### src/rtl/ifu_fetch_sequencer.sv
// Instruction fetch sequencer: owns the PC, issues single-word reads and hands
// each fetched word to the IDU with a level Fetch_ready / IDU_ready handshake.
module ifu_fetch_sequencer #(
  parameter logic [31:0]  RESET_PC       = 32'h0000_0000,
  parameter int unsigned  TIMEOUT_CYCLES = 15
) (
  input  logic        soc_clk,
  input  logic        reset,
  input  logic        IDU_ready,
  input  logic [31:0] pc_increment,
  input  logic        cu_advance,
  input  logic        cu_redirect_valid,
  input  logic [31:0] cu_redirect_pc,
  input  logic [31:0] mem_rdata,
  input  logic        mem_rvalid,
  output logic        mem_rd_en,
  output logic [31:0] mem_addr,
  output logic [31:0] instruction,
  output logic        Fetch_ready,
  output logic [31:0] pc,
  output logic        fetch_fault,
  output logic [1:0]  fault_cause
);

  localparam int unsigned XLEN  = 32;
  localparam int unsigned CNT_W = 8;

  localparam logic [1:0] CAUSE_NONE     = 2'b00;
  localparam logic [1:0] CAUSE_MISALIGN = 2'b01;
  localparam logic [1:0] CAUSE_TIMEOUT  = 2'b10;

  typedef enum logic [2:0] {
    S_IDLE,
    S_REQ,
    S_WAIT,
    S_HOLD,
    S_WAIT_CU,
    S_FAULT
  } state_t;

  state_t            state_q, state_d;
  logic [XLEN-1:0]   pc_q, pc_d;
  logic [XLEN-1:0]   instr_q, instr_d;
  logic [XLEN-1:0]   incr_q, incr_d;
  logic [CNT_W-1:0]  cnt_q, cnt_d;
  logic              ready_q, ready_d;
  logic              rd_en_q, rd_en_d;
  logic              fault_q, fault_d;
  logic [1:0]        cause_q, cause_d;

  logic [CNT_W-1:0]  cnt_inc;
  logic [XLEN-1:0]   pc_next;

  assign cnt_inc = cnt_q + CNT_W'(1);
  assign pc_next = cu_redirect_valid ? cu_redirect_pc : (pc_q + incr_q);

  // Next-state and next-output computation; every register holds by default.
  always_comb begin
    state_d = state_q;
    pc_d    = pc_q;
    instr_d = instr_q;
    incr_d  = incr_q;
    cnt_d   = cnt_q;
    ready_d = ready_q;
    rd_en_d = 1'b0;
    fault_d = fault_q;
    cause_d = cause_q;

    case (state_q)
      S_IDLE: begin
        if (pc_q[1:0] != 2'b00) begin
          state_d = S_FAULT;
          fault_d = 1'b1;
          cause_d = CAUSE_MISALIGN;
        end else begin
          state_d = S_REQ;
          rd_en_d = 1'b1;
        end
      end

      S_REQ: begin
        state_d = S_WAIT;
        cnt_d   = '0;
      end

      // A response in the expiry cycle still beats the timeout.
      S_WAIT: begin
        if (mem_rvalid) begin
          state_d = S_HOLD;
          instr_d = mem_rdata;
          ready_d = 1'b1;
        end else begin
          cnt_d = cnt_inc;
          if (cnt_inc >= CNT_W'(TIMEOUT_CYCLES)) begin
            state_d = S_FAULT;
            fault_d = 1'b1;
            cause_d = CAUSE_TIMEOUT;
          end
        end
      end

      S_HOLD: begin
        if (IDU_ready) begin
          state_d = S_WAIT_CU;
          incr_d  = pc_increment;
          ready_d = 1'b0;
        end
      end

      // A misaligned target is still committed to pc so the CU can see it.
      S_WAIT_CU: begin
        if (cu_advance) begin
          pc_d = pc_next;
          if (pc_next[1:0] != 2'b00) begin
            state_d = S_FAULT;
            fault_d = 1'b1;
            cause_d = CAUSE_MISALIGN;
          end else begin
            state_d = S_REQ;
            rd_en_d = 1'b1;
          end
        end
      end

      S_FAULT: begin
        ready_d = 1'b0;
      end

      default: begin
        state_d = S_IDLE;
        ready_d = 1'b0;
      end
    endcase
  end

  always_ff @(posedge soc_clk) begin
    if (reset) begin
      state_q <= S_IDLE;
      pc_q    <= RESET_PC;
      instr_q <= '0;
      incr_q  <= '0;
      cnt_q   <= '0;
      ready_q <= 1'b0;
      rd_en_q <= 1'b0;
      fault_q <= 1'b0;
      cause_q <= CAUSE_NONE;
    end else begin
      state_q <= state_d;
      pc_q    <= pc_d;
      instr_q <= instr_d;
      incr_q  <= incr_d;
      cnt_q   <= cnt_d;
      ready_q <= ready_d;
      rd_en_q <= rd_en_d;
      fault_q <= fault_d;
      cause_q <= cause_d;
    end
  end

  assign mem_rd_en   = rd_en_q;
  assign mem_addr    = pc_q;
  assign pc          = pc_q;
  assign instruction = instr_q;
  assign Fetch_ready = ready_q;
  assign fetch_fault = fault_q;
  assign fault_cause = cause_q;

endmodule

### config.mk
export PLATFORM = sky130hd
export DESIGN_NAME = ifu_fetch_sequencer
export DESIGN_NICKNAME = d
export VERILOG_FILES = /design/src/rtl/ifu_fetch_sequencer.sv
export SDC_FILE = /design/constraint.sdc
export NUM_CORES = 1
export LEC_CHECK = 0
export ABC_AREA = 1
export BUFFER_PORTS_ARGS = -buffer_cell sky130_fd_sc_hd__buf_2
export CORE_MARGIN = 5
export CORE_UTILIZATION = 53
export CTS_CLUSTER_DIAMETER = 80
export DETAILED_ROUTE_END_ITERATION = 10
export PLACE_DENSITY = 0.8
export REMOVE_ABC_BUFFERS = 1
export SETUP_SLACK_MARGIN = 0.1
export SLEW_MARGIN = 10
export SYNTH_ARGS = -nofsm -noshare
export SYNTH_HDL_FRONTEND = slang
export SYNTH_SLANG_ARGS = --single-unit
### constraint.sdc
create_clock -name soc_clk -period 2.7 [get_ports soc_clk]
set_clock_uncertainty 0.1 [all_clocks]
set_input_delay 0.135 -clock soc_clk [delete_from_list [all_inputs] [get_ports soc_clk]]
set_output_delay 0.135 -clock soc_clk [all_outputs]
set_load 0.02 [all_outputs]
==> qor.yml <==
wl_met1_um: 9235
antenna_found_initial: 1
r2r_slack_ns: 0.38
internal-power_uw: 3187
post_drt_wl_per_cell_um: 14.16
post_cts_resized: 0
worst_ir_drop_vdd_v: 0.0005907
ys_ff_latch: 112
hold_violations: 0
synth.area.mux_share_pct: 0
cts_buffer_depth: 2
die_area_um2: 15810
worstSkewPairLatency_ns: 0.37
status: "finished, final reports clean"
switching_share_pct: 39.39
finalCriticalPeriod_ns: 2.316
rows: 42
startpoint_type: "register"
syn_inst: 1144
fin_tns_setup_ns: 0
timing.critical_path.buf_inv: 0
grt_usage_pct: 27.68
seqCellArea_um2: 2242
critPathTopFamily: "simple AND/OR/NAND/NOR gates"
nets: 1510
yosys.area.top_type: "dfxtp_1"
maxCapViolations: 0
synth.most_common_cell: "nand2_1"
worstMarginPinSlew_ns: 0.6150
die_h_um: 125.7
post_cts_buffers: 0
holdPathStages: 3
gp_congestion: 0.9547
relSlewSlack_pct: 59.00
vias_per_cell: 5.095
final_max_slew_viol_count: 0
synth-seq-area-share_pct: 31.59
cts_buffers: 9
grt_pass1_wl_um: 36420
min_path_type: "primary input to register"
wirelength_um: 22040
crit_chain: "ha_1 -> fa_1 -> nand3_1 -> nand3_1 -> nand3_1 -> nand3_1 -> nand3_1 -> nand2_1 -> nand2_1 -> nand3_1 -> nand2_1 -> a21oi_1"
multi_input_area_um2: 3935
power_leakage_uw: 0.004875
area_delta_synth_final_pct: 28.49
syn-cell-area_um2: 7098
routed-wl-met3_um: 1821
min-delay-start: "cu_redirect_pc[4]"
grt_max_degree: 52
grt_pass1_vias: 7668
fmax_mhz: 431.7
critPathMaxFanout: 6
synth_top_area_share_pct: 31.59
power.share.clock_pct: 26.2
synth_edf_count: 0
path_clk_slew_ns: 0.08
synthAdderAreaFrac_pct: 6.099
htreeDepth: 3
synth-async-reset-ratio_pct: 0
gr-total-overflow: 0
cp_data_required_time_ns: 2.83
synth_common_cells: "331 x nand2_1, 151 x nor2_1, 131 x inv_1, 112 x a21oi_1, 112 x dfxtp_1"
initial_core_util_pct: 53.81
synthFlopType: "dfxtp_1"
drive_gt1_share_pct: 17.77
crit_type: "register to register"
setup_viol: 0
crit_slowest_cell: "fa_1"
met2WireLength_um: 10480
drtPass1Iterations: 7
cts.sink_count: 112
worst_hold_slack_ns: 0.01037
ys_types: 35
dp_cells: 1461
ios: 203
cpMostUsedCell: "nand3_1"
num_vias: 7928
dr.first_iter.drc_count: 524
switchingPower_uw: 2071
synth_compound_area_share_pct: 13.06
fp.dieW_um: 125.7
comb_power_share_pct: 34.7
num-fill-cells: 1172
synth-simple-area-share_pct: 34.06
synth_top_family_by_area: "simple AND/OR/NAND/NOR gates"
core_um2: 13190
r2r_start: "mem_addr[0]"
root_buffer: "clkbuf_16"
slowest_delay_ns: 0.47
rsz0062_at_grt: "false"
dpl-instance-area_um2: 8030
remaining_drc_errors: 0
cts_tree: "done"
rr_worst_depth: 12
worstPathArrival_ns: 2.44
min_to: "mem_addr[4]"
maxUsedRoutingLayer: "met4"
p_per_area_nw_per_um2: 576.5
timing.final.crit_share_pct: 85.79
synth-xor-area-share_pct: 2.221
r2r-end: "mem_addr[20]"
stdcell_area_um2: 9120
endpoint_kind: "register"
post-dp-hpwl_um: 15400
synth_warnings: 0
p_seq_share_pct: 39.2
synth.area.top_cells: "dfxtp_1 32%, nand2_1 18%, nor2_1 8.0%"
fin_cells: 1556
avgSynthCellArea_um2: 6.205
io_buffers: 202
ant_nets: 0
-- power by group through the flow --
stage	registers, uW	clock network, uW	logic [uW]
global placement	2080	0	1690
finish	2060	1380	1820
global route	2090	1470	2020
floorplan	2310	0	858
CTS	2050	1400	1800
detailed placement	2080	0	1710
-- cell type report --
cell class                      instances  share of cell area [%]
Clock inverter                          7                  0.8918
Timing Repair Buffer                  291                   20.83
Inverter                              137                   5.639
Sequential cell                       112                   24.58
Tap cell                              176                   2.415
Clock buffer                            9                   2.469
Multi-Input combinational cell        823                   43.15
Antenna cell                            1                 0.02744
-- per-stage QoR --
step                worst slack [ns]  total power (uW)  util, %
finish                        0.3838              5258    69.14
global route                  0.2366              5574    69.14
floorplan                     0.4485              3170        -
detailed placement            0.4511              3794    60.88
CTS                           0.4096              5250    69.12
global placement              0.5069              3768    60.88
-- per-layer routing --
| layer | vias up | GRT usage (%) |
|---|---|---|
| li1 | 4045 | - |
| met4 | 0 | 8.737 |
| met3 | 40 | 6.816 |
| met2 | 322 | 47.11 |
| met1 | 3521 | 34.57 |
| met5 | - | 0 |
-- worst max path at each step --
stage                startpoint            to  slack [ns]  cells after the start
global placement    mem_addr[0]  mem_addr[20]        0.51                     12
detailed placement  mem_addr[0]  mem_addr[20]        0.45                     12
finish              mem_addr[0]  mem_addr[20]        0.38                     12
floorplan            state_q[0]     incr_q[0]        0.45                      5
global route        mem_addr[0]  mem_addr[20]        0.24                     12
CTS                 mem_addr[0]  mem_addr[20]        0.41                     12
-- layout by cell type, fill, tap and decap left out, drive strengths merged, types with 7 or more instances in the layout --
cell / netlist / routed
dlygate4sd3: 0 / 78
a21oi: 112 / 112
nor2: 155 / 155
o21ai: 57 / 57
nand3: 87 / 87
nor3: 7 / 7
ha: 33 / 33
nand2: 334 / 334
inv: 136 / 140
xor2: 14 / 14
dfxtp: 112 / 112
clkbuf: 29 / 9
buf: 43 / 213
-- worst min-delay path, delay by kind of cell --
| family | cells | cell delay (ns) |
|---|---|---|
| compound gates | 2 | 0.21 |
| buf+inv | 1 | 0.08 |
-- what timing repair did --
action	CTS	global route
hold buffers	78	0
endpoints found under the hold margin	78	0
setup endpoints to repair	0	0
-- flip-flops by register name (all words and copies together) (netlist names) --
signal       flops
state_q          3
mem_addr        32
mem_rd_en        1
instruction     32
cnt_q            8
incr_q          32
Fetch_ready      1
fetch_fault      1
fault_cause      2
-- logic make-up (layout without fill, tap and decap cells) --
family | count (synthesis) | after routing
buffers and inverters | 209 | 444
AND/OR/NAND/NOR | 591 | 591
AO/OA/AOI/OAI | 180 | 180
flip-flops | 112 | 112
other | 0 | 1
adder cells (fa/ha/maj) | 34 | 34
XOR/XNOR | 18 | 18
Note: power is estimated with default switching activity, not from simulation.
